File: src/rtl/vin_timing_detect.sv
// Video input timing detector: measures hs/vs/de geometry from a captured stream,
// tracks frame-to-frame lock and emits per-pixel x/y aligned with a delayed de.
module vin_timing_detect #(
  parameter int unsigned CNT_W  = 12,
  parameter bit          HS_POL = 1'b1,
  parameter bit          VS_POL = 1'b1
) (
  input  logic             dp_clk,
  input  logic             rst_n,
  input  logic             hs_in,
  input  logic             vs_in,
  input  logic             de_in,
  output logic [CNT_W-1:0] h_total,
  output logic [CNT_W-1:0] h_sync,
  output logic [CNT_W-1:0] h_start,
  output logic [CNT_W-1:0] h_active,
  output logic [CNT_W-1:0] v_total,
  output logic [CNT_W-1:0] v_sync,
  output logic [CNT_W-1:0] v_active,
  output logic             meas_valid,
  output logic             locked,
  output logic             frame_start,
  output logic             de_o,
  output logic [CNT_W-1:0] x_pos,
  output logic [CNT_W-1:0] y_pos
);
  localparam int unsigned      SET_W   = 7 * CNT_W;
  localparam logic [CNT_W-1:0] CNT_MAX = {CNT_W{1'b1}};
  localparam logic [CNT_W-1:0] CNT_ONE = CNT_W'(1);
  localparam logic [1:0]       SEEK    = 2'd0;
  localparam logic [1:0]       MEAS    = 2'd1;
  localparam logic [1:0]       CHECK   = 2'd2;

  function automatic logic [CNT_W-1:0] sat_inc(input logic [CNT_W-1:0] v);
    return (v == CNT_MAX) ? v : v + CNT_ONE;
  endfunction

  logic             hs_r_q, hs_r2_q, vs_r_q, vs_r2_q, de_r_q, de_r2_q;
  logic             hs_r_d, vs_r_d, de_r_d;
  logic [CNT_W-1:0] h_run_q, h_run_d, hs_cnt_q, hs_cnt_d, de_cnt_q, de_cnt_d;
  logic [CNT_W-1:0] h_total_cap_q, h_total_cap_d, h_sync_cap_q, h_sync_cap_d;
  logic [CNT_W-1:0] h_start_cap_q, h_start_cap_d, h_active_cap_q, h_active_cap_d;
  logic [CNT_W-1:0] v_run_q, v_run_d, vsl_cnt_q, vsl_cnt_d, dl_cnt_q, dl_cnt_d;
  logic [CNT_W-1:0] v_sync_cap_q, v_sync_cap_d, v_total_new;
  logic [1:0]       state_q, state_d;
  logic             meas_valid_q, meas_valid_d, locked_q, locked_d;
  logic             frame_start_q, frame_start_d, de_o_q, de_o_d;
  logic [CNT_W-1:0] x_q, x_d, y_q, y_d;
  logic [SET_W-1:0] pub_q, pub_d, new_set;
  logic             hs_rise, hs_fall, vs_rise, vs_fall, de_rise, de_fall, timeout;

  assign hs_r_d  = ~(hs_in ^ HS_POL);
  assign vs_r_d  = ~(vs_in ^ VS_POL);
  assign de_r_d  = de_in;
  assign hs_rise = hs_r_q & ~hs_r2_q;
  assign hs_fall = ~hs_r_q & hs_r2_q;
  assign vs_rise = vs_r_q & ~vs_r2_q;
  assign vs_fall = ~vs_r_q & vs_r2_q;
  assign de_rise = de_r_q & ~de_r2_q;
  assign de_fall = ~de_r_q & de_r2_q;

  // A saturated counter that is not being cleared this cycle means the stream stalled.
  assign timeout = ((h_run_q == CNT_MAX) && !hs_rise) || ((v_run_q == CNT_MAX) && !vs_rise);

  assign new_set = {h_total_cap_d, h_sync_cap_d, h_start_cap_d, h_active_cap_d,
                    v_total_new, v_sync_cap_d, dl_cnt_q};

  // Line and frame measurement counters with their capture registers.
  always_comb begin
    h_run_d        = hs_rise ? '0 : sat_inc(h_run_q);
    h_total_cap_d  = hs_rise ? CNT_W'(h_run_q + CNT_ONE) : h_total_cap_q;
    hs_cnt_d       = hs_rise ? CNT_ONE : (hs_r_q ? sat_inc(hs_cnt_q) : hs_cnt_q);
    h_sync_cap_d   = hs_fall ? hs_cnt_q : h_sync_cap_q;
    h_start_cap_d  = de_rise ? CNT_W'(h_run_q + CNT_ONE) : h_start_cap_q;
    de_cnt_d       = de_rise ? CNT_ONE : (de_r_q ? sat_inc(de_cnt_q) : de_cnt_q);
    h_active_cap_d = de_fall ? de_cnt_q : h_active_cap_q;
    v_total_new    = hs_rise ? CNT_W'(v_run_q + CNT_ONE) : v_run_q;
    v_run_d        = v_run_q;
    vsl_cnt_d      = vsl_cnt_q;
    dl_cnt_d       = dl_cnt_q;
    if (vs_rise) begin
      v_run_d   = '0;
      vsl_cnt_d = hs_rise ? CNT_ONE : '0;
      dl_cnt_d  = de_rise ? CNT_ONE : '0;
    end else begin
      if (hs_rise)          v_run_d   = sat_inc(v_run_q);
      if (hs_rise && vs_r_q) vsl_cnt_d = sat_inc(vsl_cnt_q);
      if (de_rise)          dl_cnt_d  = sat_inc(dl_cnt_q);
    end
    v_sync_cap_d   = vs_fall ? vsl_cnt_q : v_sync_cap_q;
  end

  // Lock FSM, publish registers and coordinate outputs.
  always_comb begin
    state_d       = state_q;
    meas_valid_d  = meas_valid_q;
    locked_d      = locked_q;
    pub_d         = pub_q;
    frame_start_d = vs_rise;
    de_o_d        = de_r_q;
    x_d           = de_rise ? '0 : (de_r_q ? sat_inc(x_q) : x_q);
    y_d           = vs_rise ? '0 : (de_fall ? sat_inc(y_q) : y_q);
    if (timeout) begin
      state_d      = SEEK;
      meas_valid_d = 1'b0;
      locked_d     = 1'b0;
    end else if (vs_rise) begin
      case (state_q)
        SEEK: state_d = MEAS;
        MEAS: begin
          pub_d        = new_set;
          meas_valid_d = 1'b1;
          state_d      = CHECK;
        end
        CHECK: begin
          locked_d = (new_set == pub_q);
          pub_d    = new_set;
        end
        default: state_d = SEEK;
      endcase
    end
  end

  always_ff @(posedge dp_clk or negedge rst_n) begin
    if (!rst_n) begin
      hs_r_q <= 1'b0; hs_r2_q <= 1'b0; vs_r_q <= 1'b0; vs_r2_q <= 1'b0;
      de_r_q <= 1'b0; de_r2_q <= 1'b0;
      h_run_q <= '0; hs_cnt_q <= '0; de_cnt_q <= '0;
      h_total_cap_q <= '0; h_sync_cap_q <= '0; h_start_cap_q <= '0; h_active_cap_q <= '0;
      v_run_q <= '0; vsl_cnt_q <= '0; dl_cnt_q <= '0; v_sync_cap_q <= '0;
      state_q <= SEEK; meas_valid_q <= 1'b0; locked_q <= 1'b0; pub_q <= '0;
      frame_start_q <= 1'b0; de_o_q <= 1'b0; x_q <= '0; y_q <= '0;
    end else begin
      hs_r_q <= hs_r_d; hs_r2_q <= hs_r_q; vs_r_q <= vs_r_d; vs_r2_q <= vs_r_q;
      de_r_q <= de_r_d; de_r2_q <= de_r_q;
      h_run_q <= h_run_d; hs_cnt_q <= hs_cnt_d; de_cnt_q <= de_cnt_d;
      h_total_cap_q <= h_total_cap_d; h_sync_cap_q <= h_sync_cap_d;
      h_start_cap_q <= h_start_cap_d; h_active_cap_q <= h_active_cap_d;
      v_run_q <= v_run_d; vsl_cnt_q <= vsl_cnt_d; dl_cnt_q <= dl_cnt_d;
      v_sync_cap_q <= v_sync_cap_d;
      state_q <= state_d; meas_valid_q <= meas_valid_d; locked_q <= locked_d; pub_q <= pub_d;
      frame_start_q <= frame_start_d; de_o_q <= de_o_d; x_q <= x_d; y_q <= y_d;
    end
  end

  assign h_total     = pub_q[6*CNT_W +: CNT_W];
  assign h_sync      = pub_q[5*CNT_W +: CNT_W];
  assign h_start     = pub_q[4*CNT_W +: CNT_W];
  assign h_active    = pub_q[3*CNT_W +: CNT_W];
  assign v_total     = pub_q[2*CNT_W +: CNT_W];
  assign v_sync      = pub_q[1*CNT_W +: CNT_W];
  assign v_active    = pub_q[0 +: CNT_W];
  assign meas_valid  = meas_valid_q;
  assign locked      = locked_q;
  assign frame_start = frame_start_q;
  assign de_o        = de_o_q;
  assign x_pos       = x_q;
  assign y_pos       = y_q;
endmodule

File: config.mk
export PLATFORM = sky130hd
export DESIGN_NAME = vin_timing_detect
export DESIGN_NICKNAME = d
export VERILOG_FILES = /design/src/rtl/vin_timing_detect.sv
export SDC_FILE = /design/constraint.sdc
export NUM_CORES = 1
export LEC_CHECK = 0
export ABC_AREA = 1
export BUFFER_PORTS_ARGS = -buffer_cell sky130_fd_sc_hd__buf_2
export CORE_UTILIZATION = 37
export DETAILED_ROUTE_END_ITERATION = 12
export GPL_ROUTABILITY_DRIVEN = 0
export MAX_ROUTING_LAYER = met4
export PLACE_DENSITY_LB_ADDON = 0.2
export SKIP_LAST_GASP = 1
export SLEW_MARGIN = 10
export SYNTH_ARGS = -nofsm -noshare
export SYNTH_HDL_FRONTEND = slang
export SYNTH_SLANG_ARGS = --single-unit
File: constraint.sdc
create_clock -name dp_clk -period 2.5 [get_ports dp_clk]
set_input_delay 0.125 -clock dp_clk [delete_from_list [all_inputs] [get_ports dp_clk]]
set_output_delay 0.125 -clock dp_clk [all_outputs]
set_load 0.05 [all_outputs]
==> results by group, run 1 <==
Detailed routing
  • Total vias in the final route: 11.6k
  • 1st-iter DRT viols: 744
  • DRC Markers: 0
  • WL/cell: 14.6 microns
  • Drt via density: 4.90
  • Routed wire length: 34,500 microns
  • DR pass1 iterations: 5
  • Final ANT Viol Nets: 0

Logic synthesis
  • Post-Syn Area: 13,100 sq um
  • Syn avg cell area: 7.49 sq um
  • Synth area leaders: dfrtp_1 (48%), nand2_1 (16%), nand3_1 (7.0%), inv_1 (6.1%), o21ai_0 (3.7%)
  • Asr flop ratio synth: 100%
  • Post-synth EDFFs: 0
  • Top-area cell type share of the netlist area: 48.0%
  • Warnings from Yosys: 0
  • Post-synth top flop: dfrtp_1
  • Most area-hungry cell type in the Yosys netlist: dfrtp_1
  • Synthesized flop and latch total: 251
  • Syn_nets: 1,765
  • Seq/Total Area, Yosys: 48.0%
  • Netlist cell types: 48
  • Syn Inst Count: 1,748

GRT
  • Grt peak-use layer: met2
  • Met3 usage: 2.64%
  • Vias in the first global route: 10.9k
  • Met2 GRT Util: 31.2%
  • Tot GR Track Use: 19.9%
  • Total gr overflow: 0
  • Met1 Track Usage GR: 27.2%
  • First-pass GRT wire length: 56,300 microns
  • Largest net degree at the start of global routing: 79
  • Antenna violations before repair: 0

Place
  • PortBufs: 116
  • Pre-CTS WS: 0.244 ns
  • Detail Placement HPWL: 25,300 microns

STA
  • Final Hold Fails: 0
  • Setup TNS: 0 ns
  • Final Skew: 0.0117 ns
  • Hold_ws: 0.152 ns
  • Max Slew Vio Count: 0
  • Worst Setup Slack, final: 0.256 ns
  • RSZ-0062 raised after global routing: no
  • Max Freq: 446 MHz
  • Least-Margin Pin Slew: 0.703 ns
  • Tcrit/Tclk final: 89.7%
  • Relative slew margins: 52.5%
  • Final setup vio count: 0
  • Min cycle time layout: 2.24 ns

Clock network
  • CTS buffer count: 30
  • CTS tree: built
  • Clk root buf: clkbuf_16
  • H-tree depth: 1
  • Clock Sinks: 251
  • Worst-Skew Late Latency: 0.55 ns
  • CTS max path bufs: 3
  • # Post-CTS Setup Buffers: 0
  • Clock Pin Slew Worst Setup and Hold Paths: 0.06 ns

Setup path
  • Worst EP arrival: 2.73 ns
  • Crit Path Category: register to register
  • Max Fanout on Critical Path: 5
  • Worst setup EP type: register
  • Crit path launch type: register
  • Worst path required time: 2.98 ns

Floorplan
  • Die Area: 36,100 sq um
  • Core Rows: 68
  • Die height: 190 microns
  • Die X: 190 microns
  • Initial core utilization: 37.7%
  • Core Region: 34,700 sq um
  • Num ports: 117

Power
  • Sw Ratio: 36.2%
  • Internal power: 7.95 mW
  • Flop pwr share: 39.2%
  • Leakage: 7.74 nW
  • Peak VDD IR: 0.515 mV
  • Logic gate share of total power: 26.6%
  • Net Sw Power: 4.51 mW
  • Power share of the clock group: 34.1%
  • Pwr Density: 814 nW/um^2

Final layout
  • Commonest non-fill, non-tap cells in the layout: nand2_1 (573), dfrtp_1 (251), inv_1 (211)
  • Area grow syn2layout: 17.0%
  • Share of post-route cells with drive strength above 1: 13.1%
  • Ant. Diodes: 0
  • Most common cell after layout, fill and taps aside: nand2_1
  • Final net count: 1,900

Run status
  • Status: finished, final reports clean

Flow run
  • Max Cap Viol: 0

Worst hold path
  • HP Class: input pin to async pin
[power groups by stage]
stage,registers [mW],logic [mW],clock network (mW)
2_1_floorplan,5.70,1.56,0
4_1_cts,4.88,3.37,4.39
3_3_place_gp,4.94,3.32,0
5_1_grt,4.94,3.68,4.56
3_5_place_dp,4.95,3.35,0
6_report,4.88,3.32,4.25
[critical path: stages, from the launching register on]
cell and delay, ns:
dfrtp_1 0.39, inv_1 0.12, nor2_1 0.18, nand2_1 0.16, nor2_1 0.21, nand2_1 0.07
nand3_1 0.21, nand2_1 0.13, nand2_1 0.14, nand2_1 0.06, nor2_1 0.17, nand2_1 0.09
nor2_1 0.10, nand3_1 0.07, nand2_1 0.06
[worst paths after layout]
kind | startpoint | end | slack [ns] | cells after the start
worst max-delay path | h_run_q[0] | locked | 0.26 | 14
worst min-delay path | rst_n | pub_q[8] | 0.15 | 2
worst max register to register | h_run_q[0] | locked | 0.26 | 14
worst min register to register | vs_r_q | vs_r2_q | 0.45 | 0
max in group asynchronous | rst_n | h_sync_cap_q[10] | 1.49 | 3
min in group dp_clk | de_in | de_o_d | 0.23 | 2
[Yosys cell counts, types with 5 or more instances]
| cell type | instances |
|---|---|
| a21oi_1 | 36 |
| buf_2 | 22 |
| buf_4 | 7 |
| buf_6 | 7 |
| clkbuf_1 | 11 |
| dfrtp_1 | 251 |
| ha_1 | 12 |
| inv_1 | 211 |
| inv_2 | 5 |
| nand2_1 | 573 |
| nand2_2 | 21 |
| nand3_1 | 184 |
| nand3_2 | 6 |
| nand4_1 | 12 |
| nor2_1 | 121 |
| nor3_1 | 27 |
| nor4_1 | 6 |
| o211ai_1 | 5 |
| o21a_1 | 6 |
| o21ai_0 | 98 |
| o21ai_1 | 60 |
| o22ai_1 | 6 |
| o31ai_1 | 7 |
| xor2_1 | 7 |
[final cells by class]
cell class	count	area, sq um
Tap cell	455	569
Multi-Input combinational cell	1229	5680
Clock buffer	48	950
Sequential cell	251	6280
Inverter	217	820
Fill cell	3580	19400
Timing Repair Buffer	154	973
Clock inverter	6	30.0
[cell families after synthesis]
group                    count (synthesis)  share of synthesized area (%)
AND/OR/NAND/NOR                        980                           32.3
XOR/XNOR                                 7                          0.468
flip-flops                             251                           48.0
adder cells (fa/ha/maj)                 12                           1.15
AO/OA/AOI/OAI                          230                           9.45
buffers and inverters                  268                           8.64
[registers in the layout, summed over array words and instances (netlist names), 2 cells and up]
register,flops
pub_q,84
de_cnt_q,12
dl_cnt_q,12
h_active_cap_q,12
h_run_q,12
h_start_cap_q,12
h_sync_cap_q,12
h_total_cap_q,12
hs_cnt_q,12
v_run_q,12
v_sync_cap_q,12
vsl_cnt_q,12
x_pos,12
y_pos,12
state_q,2
[metrics by stage]
| step | power, mW | cells | util, % | instance area, sq um |
|---|---|---|---|---|
| after floorplan | 7.25 | 1748 | - | 13100 |
| after global placement | 8.26 | 2302 | 41.1 | 14300 |
| after detailed placement | 8.30 | 2302 | 41.1 | 14300 |
| after CTS | 12.6 | 2360 | 44.1 | 15300 |
| after global routing | 13.2 | 2360 | 44.1 | 15300 |
| final | 12.5 | 2360 | 44.1 | 15300 |
[routing by layer]
metal	vias up	part of all wire (%)
met5	-	0
met4	0	1.8
met3	37	4.4
met2	200	46
met1	5449	48
li1	5873	-
[timing repair]
action	4_1_cts	5_1_grt
setup endpoints to repair	0	1
hold buffers	4	0
hold endpoints to repair	75	0
gates resized for setup	0	1
Power figures use the tool's default switching activity.
==> run 2, diff against run 1 <==
Settings changed: ABC_AREA 1 to 0, CORE_UTILIZATION 37 to 40.
==> run 2 against run 1 <==
Non-clock buffer count is 95 higher. Total power is 4.0% higher. Combinational power is 6% higher. Highest routed layer unchanged. Clock power is 5.2% higher. Clock skew is 0.0078 ns higher. Via count is 12% lower. First-iteration DRC count is 17% higher. Synthesized area is 5.9% lower. Largest cell class unchanged.
==> results by group, run 2 <==
Run status
  • Status: finished, final reports clean (unchanged)

Detailed routing
  • Drt via density: 5.30 (was 4.90)
  • DR pass1 iterations: 5 (unchanged)
  • Highest metal used: met4 (unchanged)
  • 1st-iter DRT viols: 868 (was 744)
  • DRC Markers: 0 (unchanged)
  • WL/cell: 18.7 microns (was 14.6 microns)
  • Met2 Wirelength: 15,700 microns (unchanged)
  • Routed wire length: 35,800 microns (was 34,500 microns)
  • Total vias in the final route: 10.1k (was 11.6k)
  • Final ANT Viol Nets: 0 (unchanged)
  • WL met1: 16,800 microns (was 16,600 microns)
  • Met3 wire len: 2410 microns (was 1530 microns)

Setup path
  • Reg2reg end: locked (unchanged)
  • Worst EP arrival: 2.90 ns (was 2.73 ns)
  • Worst r2r path cells: 12 (was 14)
  • Crit-path most repeated cell: buf_4 (was nand2_1)
  • Crit Path Category: register to register (unchanged)
  • Reg-to-reg slack, setup: 0.07 ns (was 0.26 ns)
  • Max Fanout on Critical Path: 8 (was 5)
  • Crit path launch type: register (unchanged)
  • Crit path max-delay cell type: dfrtp_1 (unchanged)
  • Worst path required time: 2.97 ns (was 2.98 ns)
  • Worst flop-to-flop path startpoint: hs_r_q (was h_run_q[0])
  • Slowest stage delay, CP: 0.41 ns (was 0.39 ns)
  • Crit-path leading delay family: simple AND/OR/NAND/NOR gates (unchanged)
  • Worst setup EP type: register (unchanged)
  • Critical Path, Cell by Cell: buf_6 > nor2b_4 > buf_4 > buf_4 > buf_4 > a32oi_2 > o22ai_2 > a221oi_2 > nand4_1 > nor4_2 > nand4_1 > o21ai_1 (was inv_1 > nor2_1 > nand2_1 > nor2_1 > nand2_1 > nand3_1 > nand2_1 > nand2_1 > nand2_1 > nor2_1 > nand2_1 > nor2_1 > nand3_1 > nand2_1)
  • WP buf/inv: 4 (was 1)

Floorplan
  • Core Rows: 63 (was 68)
  • Num ports: 117 (unchanged)
  • Core Region: 30,000 sq um (was 34,700 sq um)
  • Die Area: 31,500 sq um (was 36,100 sq um)
  • Initial core utilization: 41.1% (was 37.7%)
  • Die X: 177 microns (was 190 microns)
  • Die height: 177 microns (was 190 microns)

Logic synthesis
  • Post-synth EDFFs: 0 (unchanged)
  • Post-synth top flop: dfrtp_1 (unchanged)
  • Syn avg cell area: 9.56 sq um (was 7.49 sq um)
  • Warnings from Yosys: 0 (unchanged)
  • Asr flop ratio synth: 100% (unchanged)
  • Synthesized flop and latch total: 251 (unchanged)
  • Post-synth top cells: dfrtp_1 (251), nand2_1 (206), nor2_1 (106) (was nand2_1 (573), dfrtp_1 (251), inv_1 (211))
  • Seq/Total Area, Yosys: 51.0% (was 48.0%)
  • Netlist cell types: 69 (was 48)
  • Most area-hungry cell type in the Yosys netlist: dfrtp_1 (unchanged)
  • Syn Inst Count: 1,288 (was 1,748)
  • Post-Syn Area: 12,300 sq um (was 13,100 sq um)
  • Synth area leaders: dfrtp_1 (51%), nand2_1 (6.3%), xnor2_1 (5.2%), o21ai_0 (4.2%), xor2_1 (4.2%) (was dfrtp_1 (48%), nand2_1 (16%), nand3_1 (7.0%), inv_1 (6.1%), o21ai_0 (3.7%))
  • Most common cell in the netlist: dfrtp_1 (was nand2_1)
  • Top-area cell type share of the netlist area: 51.0% (was 48.0%)
  • Syn_nets: 1,305 (was 1,765)

GRT
  • First-pass GRT wire length: 56,100 microns (was 56,300 microns)
  • Antenna violations before repair: 2 (was 0)
  • Largest net degree at the start of global routing: 76 (was 79)
  • Total gr overflow: 0 (unchanged)
  • Tot GR Track Use: 23.7% (was 19.9%)
  • Vias in the first global route: 9,868 (was 10.9k)

STA
  • Least-Margin Pin Slew: 0.754 ns (was 0.703 ns)
  • Min cycle time layout: 2.43 ns (was 2.24 ns)
  • Tcrit/Tclk final: 97.3% (was 89.7%)
  • Max Freq: 411 MHz (was 446 MHz)
  • Final setup vio count: 0 (unchanged)
  • Final Hold Fails: 0 (unchanged)
  • Relative slew margins: 49.6% (was 52.5%)
  • Final Skew: 0.0195 ns (was 0.0117 ns)
  • Worst Setup Slack, final: 0.0677 ns (was 0.256 ns)
  • Max Slew Vio Count: 0 (unchanged)

Final layout
  • Largest register FFs: 84 (unchanged)
  • Multi-input combinational cell area: 5680 sq um (about the same)
  • # fillers: 2,859 (was 3,580)
  • Area grow syn2layout: 25.2% (was 17.0%)
  • Most common cell after layout, fill and taps aside: dfrtp_1 (was nand2_1)
  • Top reg by flops: pub_q (unchanged)
  • Final net count: 1,519 (was 1,900)
  • Commonest non-fill, non-tap cells in the layout: dfrtp_1 (249), nand2_1 (206), buf_2 (115), buf_4 (115), nor2_1 (104) (was nand2_1 (573), dfrtp_1 (251), inv_1 (211))
  • Register area: 6280 sq um (about the same)
  • Post-layout util: 51.4% (was 44.1%)
  • Share of post-route cells with drive strength above 1: 22.7% (was 13.1%)

Flow run
  • Max Cap Viol: 0 (unchanged)

Place
  • Detail Placement HPWL: 26,100 microns (was 25,300 microns)
  • PortBufs: 116 (unchanged)
  • Pre-CTS WS: -0.280 ns (was 0.244 ns)

Clock network
  • Worst-Skew Late Latency: 0.55 ns (about the same)
  • H-tree depth: 1 (unchanged)
  • CTS max path bufs: 3 (unchanged)
  • Clk root buf: clkbuf_16 (unchanged)
  • CTS tree: built (unchanged)
  • Clock Sinks: 251 (unchanged)
  • Clock Pin Slew Worst Setup and Hold Paths: 0.06 ns (about the same)
  • CTS buffer count: 29 (was 30)

Worst hold path
  • HP Class: input pin to async pin (unchanged)

Power
  • Pwr Density: 841 nW/um^2 (was 814 nW/um^2)
  • Leakage: 7.54 nW (was 7.74 nW)
  • Peak VDD IR: 0.557 mV (was 0.515 mV)
[run 2: cell count changes after synthesis, sizes merged, moves of 22 or more]
cell	previous run	this run
clkbuf	11	33
inv	217	64
mux2i	0	40
nand2	595	206
nand3	190	46
o21ai	158	107
xnor2	0	73
xor2	7	59
[run 2: worst max path at each step]
stage | endpoint | from | slack [ns] | depth (start not counted)
2_1_floorplan | y_pos[11] | y_pos[0] | 0.20 | 6
5_1_grt | locked | h_run_q[0] | -0.01 | 10
3_5_place_dp | locked | hs_r2_q | -0.28 | 8
3_3_place_gp | locked | hs_r2_q | -0.18 | 8
4_1_cts | locked | de_o | 0.02 | 9
6_report | locked | hs_r_q | 0.07 | 12
[run 2: cell families (layout without fill, tap and decap cells)]
kind of cell             count (synthesis)  after routing  share of synthesized area [%]
AO/OA/AOI/OAI                          230            230                           11.5
adder cells (fa/ha/maj)                 12             12                           1.22
multiplexers                            47             47                           3.89
XOR/XNOR                               132            132                           9.39
other                                    0              1                              0
AND/OR/NAND/NOR                        486            486                           18.4
flip-flops                             251            251                           51.0
buffers and inverters                  130            363                           4.51
[run 2: report_power, final]
part | switching [mW] | internal (mW)
logic | 2.34 | 1.18
registers | 0.488 | 4.48
clock network | 1.69 | 2.78
total | 4.51 | 8.44
[run 2: layer usage]
layer	GRT usage, %	up-vias
li1	-	4844
met1	33.7	4902
met2	35.1	326
met3	4.09	61
met4	6.09	0
met5	-	-
[run 2: final cells by class]
class | instances | area share (%)
Clock inverter | 15 | 1.48
Tap cell | 390 | 3.17
Sequential cell | 251 | 40.8
Timing Repair Buffer | 249 | 11.2
Antenna cell | 1 | 0.0162
Multi-Input combinational cell | 907 | 36.8
Clock buffer | 35 | 4.99
Inverter | 64 | 1.56
[run 2: what timing repair did]
| action | CTS | global route |
|---|---|---|
| gates resized for setup | 2 | 41 |
| hold buffers | 4 | 0 |
| endpoints found under the hold margin | 72 | 0 |
| endpoints found under the setup margin | 1 | 6 |
| setup buffers | 4 | 4 |
| pin swaps | 0 | 13 |
[run 2: through the flow]
| stage | hold WS (ns) | std cells | cell area, sq um | power (mW) | setup TNS [ns] |
|---|---|---|---|---|---|
| detailed placement | 0.137 | 1849 | 14100 | 8.37 | -0.280 |
| floorplan | -0.171 | 1288 | 12300 | 7.06 | 0 |
| global placement | 0.135 | 1849 | 14100 | 8.34 | -0.178 |
| finish | 0.136 | 1912 | 15400 | 13.0 | 0 |
| global route | 0.183 | 1912 | 15400 | 13.5 | -0.0112 |
| CTS | 0.158 | 1907 | 15200 | 12.9 | 0 |
